==> src/rtl/alu_pkg.sv <==
// rtl/alu_pkg.sv - shared ALU opcodes, funct codes, op classes and width defaults
package alu_pkg;

    localparam int DATA_W_DEF = 32;
    localparam int REG_AW_DEF = 5;

    typedef enum logic [1:0] {
        OPC_ADD   = 2'b00,
        OPC_SUB   = 2'b01,
        OPC_RTYPE = 2'b10,
        OPC_RSVD  = 2'b11
    } op_class_e;

    localparam logic [3:0] ALU_AND = 4'b0000;
    localparam logic [3:0] ALU_OR  = 4'b0001;
    localparam logic [3:0] ALU_ADD = 4'b0010;
    localparam logic [3:0] ALU_SUB = 4'b0110;
    localparam logic [3:0] ALU_SLT = 4'b0111;
    localparam logic [3:0] ALU_NOR = 4'b1100;

    localparam logic [5:0] FUNCT_ADD = 6'b100000;
    localparam logic [5:0] FUNCT_SUB = 6'b100010;
    localparam logic [5:0] FUNCT_AND = 6'b100100;
    localparam logic [5:0] FUNCT_OR  = 6'b100101;
    localparam logic [5:0] FUNCT_NOR = 6'b100111;
    localparam logic [5:0] FUNCT_SLT = 6'b101010;

endpackage

==> src/rtl/alu_control.sv <==
// rtl/alu_control.sv - combinational op-class/funct to ALU opcode decoder
module alu_control
    import alu_pkg::*;
(
    input  logic [1:0] i_op_class,
    input  logic [5:0] i_funct,
    output logic [3:0] o_alu_op,
    output logic       o_illegal
);

    always_comb begin
        o_alu_op  = ALU_AND;
        o_illegal = 1'b0;
        case (op_class_e'(i_op_class))
            OPC_ADD: o_alu_op = ALU_ADD;
            OPC_SUB: o_alu_op = ALU_SUB;
            OPC_RTYPE: begin
                case (i_funct)
                    FUNCT_AND: o_alu_op = ALU_AND;
                    FUNCT_OR:  o_alu_op = ALU_OR;
                    FUNCT_ADD: o_alu_op = ALU_ADD;
                    FUNCT_SUB: o_alu_op = ALU_SUB;
                    FUNCT_SLT: o_alu_op = ALU_SLT;
                    FUNCT_NOR: o_alu_op = ALU_NOR;
                    default:   o_illegal = 1'b1;
                endcase
            end
            default: o_illegal = 1'b1;
        endcase
    end

endmodule

==> src/rtl/alu_issue_stage.sv <==
// rtl/alu_issue_stage.sv - ID/EX register stage with opcode decode and EX/MEM, MEM/WB forwarding
module alu_issue_stage
    import alu_pkg::*;
#(
    parameter int DATA_W = DATA_W_DEF,
    parameter int REG_AW = REG_AW_DEF
) (
    input  logic              clk,
    input  logic              reset,
    input  logic              stall,
    input  logic              flush,
    input  logic              id_valid,
    input  logic [1:0]        id_op_class,
    input  logic [5:0]        id_funct,
    input  logic [DATA_W-1:0] id_rs_data,
    input  logic [DATA_W-1:0] id_rt_data,
    input  logic [15:0]       id_imm,
    input  logic              id_alu_src,
    input  logic [REG_AW-1:0] id_rs,
    input  logic [REG_AW-1:0] id_rt,
    input  logic [REG_AW-1:0] id_dest,
    input  logic              mem_fwd_en,
    input  logic [REG_AW-1:0] mem_fwd_rd,
    input  logic [DATA_W-1:0] mem_fwd_data,
    input  logic              wb_fwd_en,
    input  logic [REG_AW-1:0] wb_fwd_rd,
    input  logic [DATA_W-1:0] wb_fwd_data,
    output logic              ex_valid,
    output logic [3:0]        aluOp,
    output logic [DATA_W-1:0] data1,
    output logic [DATA_W-1:0] data2,
    output logic [DATA_W-1:0] ex_store_data,
    output logic [REG_AW-1:0] ex_dest,
    output logic              ex_illegal
);

    logic [3:0]        w_alu_op;
    logic              w_illegal;
    logic [DATA_W-1:0] w_fwd_rs;
    logic [DATA_W-1:0] w_fwd_rt;

    logic              r_valid;
    logic [3:0]        r_alu_op;
    logic              r_illegal;
    logic              r_alu_src;
    logic [REG_AW-1:0] r_rs;
    logic [REG_AW-1:0] r_rt;
    logic [REG_AW-1:0] r_dest;
    logic [DATA_W-1:0] r_rs_data;
    logic [DATA_W-1:0] r_rt_data;
    logic [DATA_W-1:0] r_imm;

    alu_control u_alu_control (
        .i_op_class (id_op_class),
        .i_funct    (id_funct),
        .o_alu_op   (w_alu_op),
        .o_illegal  (w_illegal)
    );

    always_ff @(posedge clk) begin
        if (reset || flush) begin
            r_valid   <= 1'b0;
            r_alu_op  <= ALU_AND;
            r_illegal <= 1'b0;
            r_alu_src <= 1'b0;
            r_rs      <= '0;
            r_rt      <= '0;
            r_dest    <= '0;
            r_rs_data <= '0;
            r_rt_data <= '0;
            r_imm     <= '0;
        end else if (!stall) begin
            r_valid   <= id_valid;
            r_alu_op  <= w_alu_op;
            r_illegal <= w_illegal & id_valid;
            r_alu_src <= id_alu_src;
            r_rs      <= id_rs;
            r_rt      <= id_rt;
            r_dest    <= id_dest;
            r_rs_data <= id_rs_data;
            r_rt_data <= id_rt_data;
            r_imm     <= {{(DATA_W-16){id_imm[15]}}, id_imm};
        end
    end

    // Register 0 is hardwired, so it never matches a producer; the younger MEM result wins over WB.
    function automatic logic [DATA_W-1:0] fwd_sel(
        input logic [REG_AW-1:0] idx,
        input logic [DATA_W-1:0] stored,
        input logic              m_en,
        input logic [REG_AW-1:0] m_rd,
        input logic [DATA_W-1:0] m_data,
        input logic              w_en,
        input logic [REG_AW-1:0] w_rd,
        input logic [DATA_W-1:0] w_data
    );
        if (m_en && (m_rd == idx) && (idx != '0))
            return m_data;
        else if (w_en && (w_rd == idx) && (idx != '0))
            return w_data;
        else
            return stored;
    endfunction

    always_comb begin
        w_fwd_rs = fwd_sel(r_rs, r_rs_data, mem_fwd_en, mem_fwd_rd, mem_fwd_data,
                           wb_fwd_en, wb_fwd_rd, wb_fwd_data);
        w_fwd_rt = fwd_sel(r_rt, r_rt_data, mem_fwd_en, mem_fwd_rd, mem_fwd_data,
                           wb_fwd_en, wb_fwd_rd, wb_fwd_data);
    end

    assign ex_valid      = r_valid;
    assign aluOp         = r_alu_op;
    assign ex_illegal    = r_illegal;
    assign ex_dest       = r_dest;
    assign data1         = w_fwd_rs;
    assign ex_store_data = w_fwd_rt;
    assign data2         = r_alu_src ? r_imm : w_fwd_rt;

endmodule

==> config.mk <==
export PLATFORM = sky130hd
export DESIGN_NAME = alu_issue_stage
export DESIGN_NICKNAME = d
export VERILOG_FILES = /design/src/rtl/alu_pkg.sv /design/src/rtl/alu_control.sv /design/src/rtl/alu_issue_stage.sv
export SDC_FILE = /design/constraint.sdc
export NUM_CORES = 1
export LEC_CHECK = 0
export CAP_MARGIN = 20
export CORE_ASPECT_RATIO = 0.9
export CORE_MARGIN = 10
export CORE_UTILIZATION = 45
export DETAILED_ROUTE_END_ITERATION = 7
export GPL_TIMING_DRIVEN = 0
export PLACE_DENSITY = 0.95
export SYNTH_ARGS = -nofsm -noshare
export SYNTH_HDL_FRONTEND = slang
export SYNTH_SLANG_ARGS = --single-unit
==> constraint.sdc <==
create_clock -name clk -period 4.6 [get_ports clk]
set_clock_uncertainty 0.2 [all_clocks]
set_input_delay 0.69 -clock clk [delete_from_list [all_inputs] [get_ports clk]]
set_output_delay 0.69 -clock clk [all_outputs]
set_load 0.01 [all_outputs]
# After elaboration in Yosys (flattened, before gate mapping)
# Cells that the tools add are included.
totals:
  reg_bits: 102
  rom_bits: 0
  elab_cells: 46
  ramBits: 0
  mem_count: 0
  latch_bits: 0
  input_bits: 185
  output_inout_bits: 107
classes:
  muxes: 9
  n_div: 0
  addsub: 0
  eq_ne: 12
  n_reduce_logical: 14
  n_bitwise: 1
  shift: 0
  multipliers: 0
  magnitude_cmp: 0
op_table:
  columns: ["op", "n"]
  rows:
  - ["$mux W32", 5]
  - ["$eq A6 B6 Y1 const B", 6]
  - ["$eq A5 B5 Y1", 4]
  - ["$pmux W4 S5", 1]
  - ["$pmux W4 S3", 1]
  - ["$reduce_bool A5 Y1", 2]
  - ["$logic_and A1 B1 Y1", 8]
  - ["$reduce_or A6 Y1", 1]
  - ["$eq A2 B1 Y1 const B", 1]
  - ["$eq A2 B2 Y1 const B", 1]
  - ["$logic_not A2 Y1", 1]
  - ["$pmux W1 S2", 1]
  - ["$reduce_or A2 Y1", 1]
  - ["$and A1 B1 Y1", 1]
  - ["$logic_or A1 B1 Y1", 1]
  - ["$mux W1", 1]

# Depth between registers and ports, before layout
# Gate-level depths: netlist (run 1).
logic_depth:
  depth_word: 6
  ltp_mapped: 8
  ltp_nobuf: 5

# Hierarchy
# Synthesis (run 1) repeated with hierarchy kept, for this count alone.
hier_totals:
  hier_cells: 695
  hier_area_um2: 6039.5
modules_own_cells:
  columns: ["mod", "n_inst", "area_per_inst_um2", "seq_area_each_um2", "cells_each"]
  rows:
  - ["alu_issue_stage", 1, 5901.9, 2042.0, 677]
  - ["alu_control", 1, 137.6, 0.0, 18]

# Worst setup path before layout (run 1)
# OpenSTA, ideal clock, no wires.
synth_path:
  kind: "input-to-output"
  from: "input mem_fwd_rd[0]"
  to: "output data2[10]"
  t_required_ps: 3710
  arrival_time_ps: 1923
  stages: 7
  slack_ps: 1787
  n_path_buf: 2
  cell_sequence: "xnor2_1 > nand3_1 > a211o_1 > buf_6 > and2b_4 > buf_6 > a221oi_2"
synth_via:
  elab_chain_cells: 5
synth_lines:
  columns: ["item", "line_no", "text"]
  rows:
  - ["start: declaration", "alu_issue_stage.sv:23", "input logic [REG_AW-1:0] mem_fwd_rd,"]
  - ["$eq A5 B5 Y1", "alu_issue_stage.sv:97", "if (m_en && (m_rd == idx) && (idx != '0))"]
  - ["$logic_and A1 B1 Y1 (2 in series)", "alu_issue_stage.sv:97", null]
  - ["$mux W32", "alu_issue_stage.sv:97", null]
  - ["$mux W32", "alu_issue_stage.sv:118", "assign data2 = r_alu_src ? r_imm : w_fwd_rt;"]
  - ["end: declaration", "alu_issue_stage.sv:31", "output logic [DATA_W-1:0] data2,"]
# Every way passes these cells.

# Worst setup path in the final report (run 1)
layout_path:
  from: "input mem_fwd_rd[4]"
  to: "output data1[3]"
layout_via:
  elab_chain_cells: 4
layout_lines:
  columns: ["item", "line_no", "text"]
  rows:
  - ["$eq A5 B5 Y1", "alu_issue_stage.sv:97", null]
  - ["$logic_and A1 B1 Y1 (2 in series)", "alu_issue_stage.sv:97", null]
  - ["$mux W32", "alu_issue_stage.sv:97", null]
  - ["end: declaration", "alu_issue_stage.sv:30", "output logic [DATA_W-1:0] data1,"]
# Every way passes these cells.

==> qor.txt, run 1 <==
Via count = 6,473
Ys flop type = dfxtp_1
Port Buffers = 290
Total GRT Usage = 26.29%
CP Cell Sequence = clkdlybuf4s50_1 > xnor2_1 > nand4_1 > nor4_4 > clkbuf_1 > o21ai_0 > clkdlybuf4s50_1
P_int = 1.676 mW
Core ar. = 0.01326 mm^2
Hpwl dp = 19.76 mm
Io pins = 292
Max Slew Vio Count = 0
DRT Pass-1 Iters = 5
Number of buffers created by CTS = 9
Mapped cell area = 0.006038 mm^2
Most frequent cell after synthesis = mux2i_1
CP max stage cell = clkbuf_1
Fin util = 71.50%
Die height = 129.9 um
RSZ-0062 raised after global routing = false
Post-DR vias/cell = 5.542
Status = completed
Max VDD drop = 0.2197 mV
Post-synth top area share = 33.82%
Logic pwr share = 22.5%
Final TNS setup = 0 ns
Post-synthesis cell type count = 41
Post-route minimum period = 4.366 ns
Static Leak = 3.554 nW
Fin area = 0.009483 mm^2
First-pass GRT wire length = 38.05 mm
Clock network fraction of design power = 36.6%
Met2 WL = 12.17 mm
Grt ovf = 0
# H-tree levels = 3
Final #Nets = 1,179
Switch share = 26.18%
Placed Cells = 1,151
Synth Warn # = 0
Uppermost layer routed = met4
Non-Filler Instances = 1,168
Slew margin rel. = 44.10%
Root buf cell = clkbuf_16
Most used cell, CP = clkdlybuf4s50_1
Fillers = 1,056
CP Data Required Time = 3.71 ns
Top post-synthesis cells by count = mux2i_1, nor2_1, dfxtp_1
Largest fanout on the critical path = 10
Worst setup SP type = input pin
CTS max path bufs = 2
CP Capture Type = output pin
Async S/R FF share, synth = 0%
Period Utilization, post-route = 94.92%
DIE AREA = 0.01846 mm^2
Pwr per Cell Area = 239.5 mW/mm^2
Initial antenna violation count = 0
Final setup margin = 0.2336 ns
Clk_lat worst skew = 0.35 ns
Area of the multi-input gates = 0.003628 mm^2
Final setup vio count = 0
Syn Nets = 878
Register area share after synthesis = 33.82%
Drt wl/cell = 21.82 um
Final hold vios = 0
CP max stage delay = 0.63 ns
Crit path launch = mem_fwd_rd[4]
Syn-to-layout area delta = 57.05%
Vias in the first global route = 6,578
Synthesized instance count = 693
Yosys reg bits = 102
Layout cells sized above 1 = 7.307%
Dpl cell area = 0.009151 mm^2
Worst slew pin tran = 0.8385 ns
Routability Congestion = 0.8754
Clk sinks = 102
Dominant cell type by area after synthesis = dfxtp_1
Sequential Power Share = 40.9%
CTS tree = built
Synth area leaders = dfxtp_1, mux2i_1, nor2_1
Cts-stage hold buffer count = 0
Final wirelength = 25.49 mm
Maximum clock rate = 229.0 MHz
Hold_sp = aluOp[0]$_SDFFE_PP0N_
Met3 routed WL = 2.700 mm
Psw = 594.7 uW
Largest net degree at the start of global routing = 17
Initial Util = 45.53%
HP Class = reg -> reg
Arrival time at the worst endpoint = 3.48 ns
DRC Markers = 0
Met1 WL = 9.929 mm
Die W = 142.1 um
Initial DRC Count = 447
Seq. cell area = 0.002042 mm^2
Syn avg cell area = 8.713 um^2
Number of flops mapped to enable cells by yosys = 0
Rows = 40
Crit path kind = in -> out
Worst flop-to-flop path startpoint = r_alu_src$_SDFFE_PP0N_
DRT antenna net count = 0
Worst-path clk slew = 0.07 ns
MaxCap Viol Count = 0
Setup WS pre-CTS = 0.03552 ns
-- cells by family after synthesis --
group | count (synthesis) | synth area share [%]
buffers and inverters | 73 | 6.237
xor gates and xnor gates | 18 | 2.611
AOI/OAI and AO/OA | 110 | 14.11
DFF | 102 | 33.82
muxes | 161 | 26.69
and+or+nand+nor | 229 | 16.54
-- worst paths after layout --
kind,endpoint,cells past startpoint,slack (ns)
worst max-delay path,data1[3],7,0.23
worst min-delay path,aluOp[0]$_SDFFE_PP0N_,2,0.27
worst max register to register,r_alu_src$_SDFFE_PP0N_,5,2.44
worst min register to register,aluOp[0]$_SDFFE_PP0N_,2,0.27
-- area by class of cell --
type | instances | area share, %
multi-input combinational | 518 | 38.26
timing repair buffer | 290 | 30.61
antenna | 1 | 0.02639
buffer | 56 | 3.299
clock buffer | 12 | 2.810
clock inverter | 4 | 0.5674
sequential | 102 | 21.53
inverter | 17 | 0.6729
tap | 168 | 2.217
-- power by group through the flow --
stage / Sequential [mW] / Clock [mW] / Combinational [mW]
after floorplan: 0.945 / 0 / 0.202
after global placement: 0.948 / 0 / 0.497
after detailed placement: 0.949 / 0 / 0.506
after CTS: 0.928 / 0.840 / 0.509
after global routing: 0.932 / 0.876 / 0.545
final: 0.929 / 0.832 / 0.511
-- worst max-delay path: cells and delay by family --
kind                   cells  cell delay (ns)
buffers and inverters      3             1.73
AND/OR/NAND/NOR            2             0.67
AO/OA/AOI/OAI              1             0.25
XOR/XNOR                   1             0.14
-- through the flow --
step                hold WS, ns  total power [mW]
floorplan                0.2627             1.147
global placement         0.2532             1.445
detailed placement       0.2582             1.455
CTS                      0.2697             2.278
global route             0.3044             2.352
finish                   0.2668             2.271
-- timing repair --
action                     4_1_cts  5_1_grt
resized for setup                0        1
buffers inserted                 0        0
setup endpoints to repair        0       11
-- routing by layer --
metal / global-route usage [%] / vias up
li1: - / 3021
met1: 30.57 / 3065
met2: 44.21 / 342
met3: 9.154 / 45
met4: 8.829 / 0
met5: 0 / -
-- cell usage in the layout (no fill, tap or decap), drive strengths merged, types with 2 or more instances in the layout --
cell type,netlist,final
nand2,42,42
nor4,2,2
nand2b,19,19
nor3,16,16
a221oi,15,15
xnor2,14,14
buf,30,30
mux2i,161,161
clkinvlp,0,2
nand4,2,2
nand3,4,4
inv,17,17
or4,2,2
o221ai,17,17
o21ai,34,34
clkbuf,26,38
clkdlybuf4s50,0,290
dfxtp,102,102
xor2,4,4
nor2,137,137
a21oi,36,36
-- flip-flops by register name, indices dropped and copies added (netlist names) --
register    flops
ex_illegal      1
ex_dest         5
r_rt            5
r_imm          16
r_rt_data      32
aluOp           4
r_rs_data      32
ex_valid        1
r_rs            5
r_alu_src       1
No activity file was read; power rests on OpenSTA's default activity.
==> run 2: changes to the inputs <==
CORE_MARGIN = 5   (was 10)
CTS_CLUSTER_DIAMETER = 30   (was unset)
==> run 2 against run 1 <==
  * Combinational power barely moved
  * Wire length fell by 5.6%
  * Register-to-register slack got worse by 0.05 ns
  * Clock power fell by 13%
  * Worst hold slack improved by 0.0047 ns
  * Non-clock buffer count did not move
  * Worst setup slack improved by 0.12 ns
  * Critical endpoint unchanged
  * Largest cell class unchanged
==> qor.txt, run 2 (same netlist as run 1, synthesis figures left out) <==
Status = completed
Slew margin rel. = 43.08%
Crit path depth = 7
Via count = 6,468
Worst setup SP type = input pin
DRT Pass-1 Iters = 5
DIE AREA = 0.01584 mm^2
CP max stage delay = 0.55 ns
DRT antenna net count = 0
Final hold vios = 0
Worst-path clk slew = 0.07 ns
Most used cell, CP = clkdlybuf4s50_1
First-pass GRT wire length = 36.41 mm
Total GRT Usage = 29.05%
Setup bufs post-CTS = 0
Clk sinks = 102
Worst slew pin tran = 0.8539 ns
Largest net degree at the start of global routing = 16
Worst flop-to-flop path startpoint = r_alu_src$_SDFFE_PP0N_
Vias in the first global route = 6,689
Rows = 40
Initial Util = 45.53%
Initial DRC Count = 483
Final #Nets = 1,179
MaxCap Viol Count = 0
Max Slew Vio Count = 0
CTS max path bufs = 2
Dpl cell area = 0.009151 mm^2
Top Registers = r_rs_data (32), r_rt_data (32), r_imm (16)
Top Family by Delay on Critical Path = buffers and inverters
CP Data Required Time = 3.71 ns
Number of buffers created by CTS = 9
Initial antenna violation count = 0
Commonest non-fill, non-tap cell in the layout = clkdlybuf4s50_1
Post-route minimum period = 4.249 ns
Port Buffers = 290
Period Utilization, post-route = 92.38%
Final setup vio count = 0
Drt wl/cell = 20.63 um
Arrival time at the worst endpoint = 3.36 ns
Root buf cell = clkbuf_16
CP Cell Sequence = clkdlybuf4s50_1 > xnor2_1 > nand4_1 > nor4_4 > clkbuf_1 > o21ai_0 > clkdlybuf4s50_1
Maximum clock rate = 235.3 MHz
Routability Congestion = 0.9798
Fin area = 0.009428 mm^2
Syn-to-layout area delta = 56.13%
# H-tree levels = 3
Hold_sp = aluOp[0]$_SDFFE_PP0N_
Layout cells sized above 1 = 7.014%
Die W = 132.1 um
WP buf/inv = 3
Hpwl dp = 18.27 mm
RSZ-0062 raised after global routing = false
Reg2Reg Depth = 5
Max VDD drop = 0.1875 mV
Worst hold stages = 2
Die height = 119.9 um
Clk_lat worst skew = 0.35 ns
Pwr per Cell Area = 229.1 mW/mm^2
CP max stage cell = clkdlybuf4s50_1
Largest fanout on the critical path = 10
Io pins = 292
HP Class = reg -> reg
Grt ovf = 0
Hold Slack = 0.2715 ns
CP Capture Type = output pin
Crit path launch = mem_fwd_rd[2]
Core ar. = 0.01326 mm^2
Ant diodes = 0
Static Leak = 3.532 nW
CTS tree = built
Crit path kind = in -> out
Most frequent cells in the layout = clkdlybuf4s50_1, mux2i_1, nor2_1, dfxtp_1, nand2_1
Final TNS setup = 0 ns
Final wirelength = 24.05 mm
Resized cells post-CTS = 0
Post-DR vias/cell = 5.547
DRC Markers = 0
Cts-stage hold buffer count = 0
==> run 2: changes by cell type in the layout (fill, tap and decap cells not counted), sizes merged <==
cell | before | now
bufinv | 1 | 0
diode | 1 | 0
clkinv | 1 | 2
clkinvlp | 2 | 1
==> run 2: worst min-delay path, stage by stage (launching register included) <==
cell and delay, ns:
dfxtp_1 0.31, nand2_1 0.06, a21oi_1 0.05
==> run 2: final cells by class <==
cell class	instances	area [um^2]
tap	168	210.2
fill	1021	3835
timing repair buffer	290	2903
inverter	17	63.81
clock buffer	12	246.5
sequential	102	2042
buffer	56	312.8
multi-input combinational	518	3628
clock inverter	3	21.27
==> run 2: power breakdown <==
group          switching, mW  internal [mW]
combinational          0.211          0.297
clock                  0.342          0.380
sequential            0.0188          0.911
total                  0.572           1.59
==> run 2: worst paths after layout <==
kind	end	slack [ns]
max	data1[3]	0.35
min	aluOp[0]$_SDFFE_PP0N_	0.27
max reg2reg	r_alu_src$_SDFFE_PP0N_	2.39
min reg2reg	aluOp[0]$_SDFFE_PP0N_	0.27
==> run 2: layer usage <==
layer  up-vias  part of all wire (%)  track usage (%)
met5         -                     0                0
li1       3020                     -                -
met2       329                    47            48.39
met4         0                   4.2            12.98
met1      3049                    39            34.10
met3        70                   9.3            9.430
==> run 2: through the flow <==
stage	total power, mW	worst slack, ns	cells	util [%]
floorplan	1.147	1.787	693	-
global placement	1.440	0.2137	1151	69.00
detailed placement	1.451	0.1928	1151	69.00
CTS	2.171	0.1675	1166	71.02
global route	2.244	0.2109	1166	71.08
finish	2.160	0.3506	1166	71.08
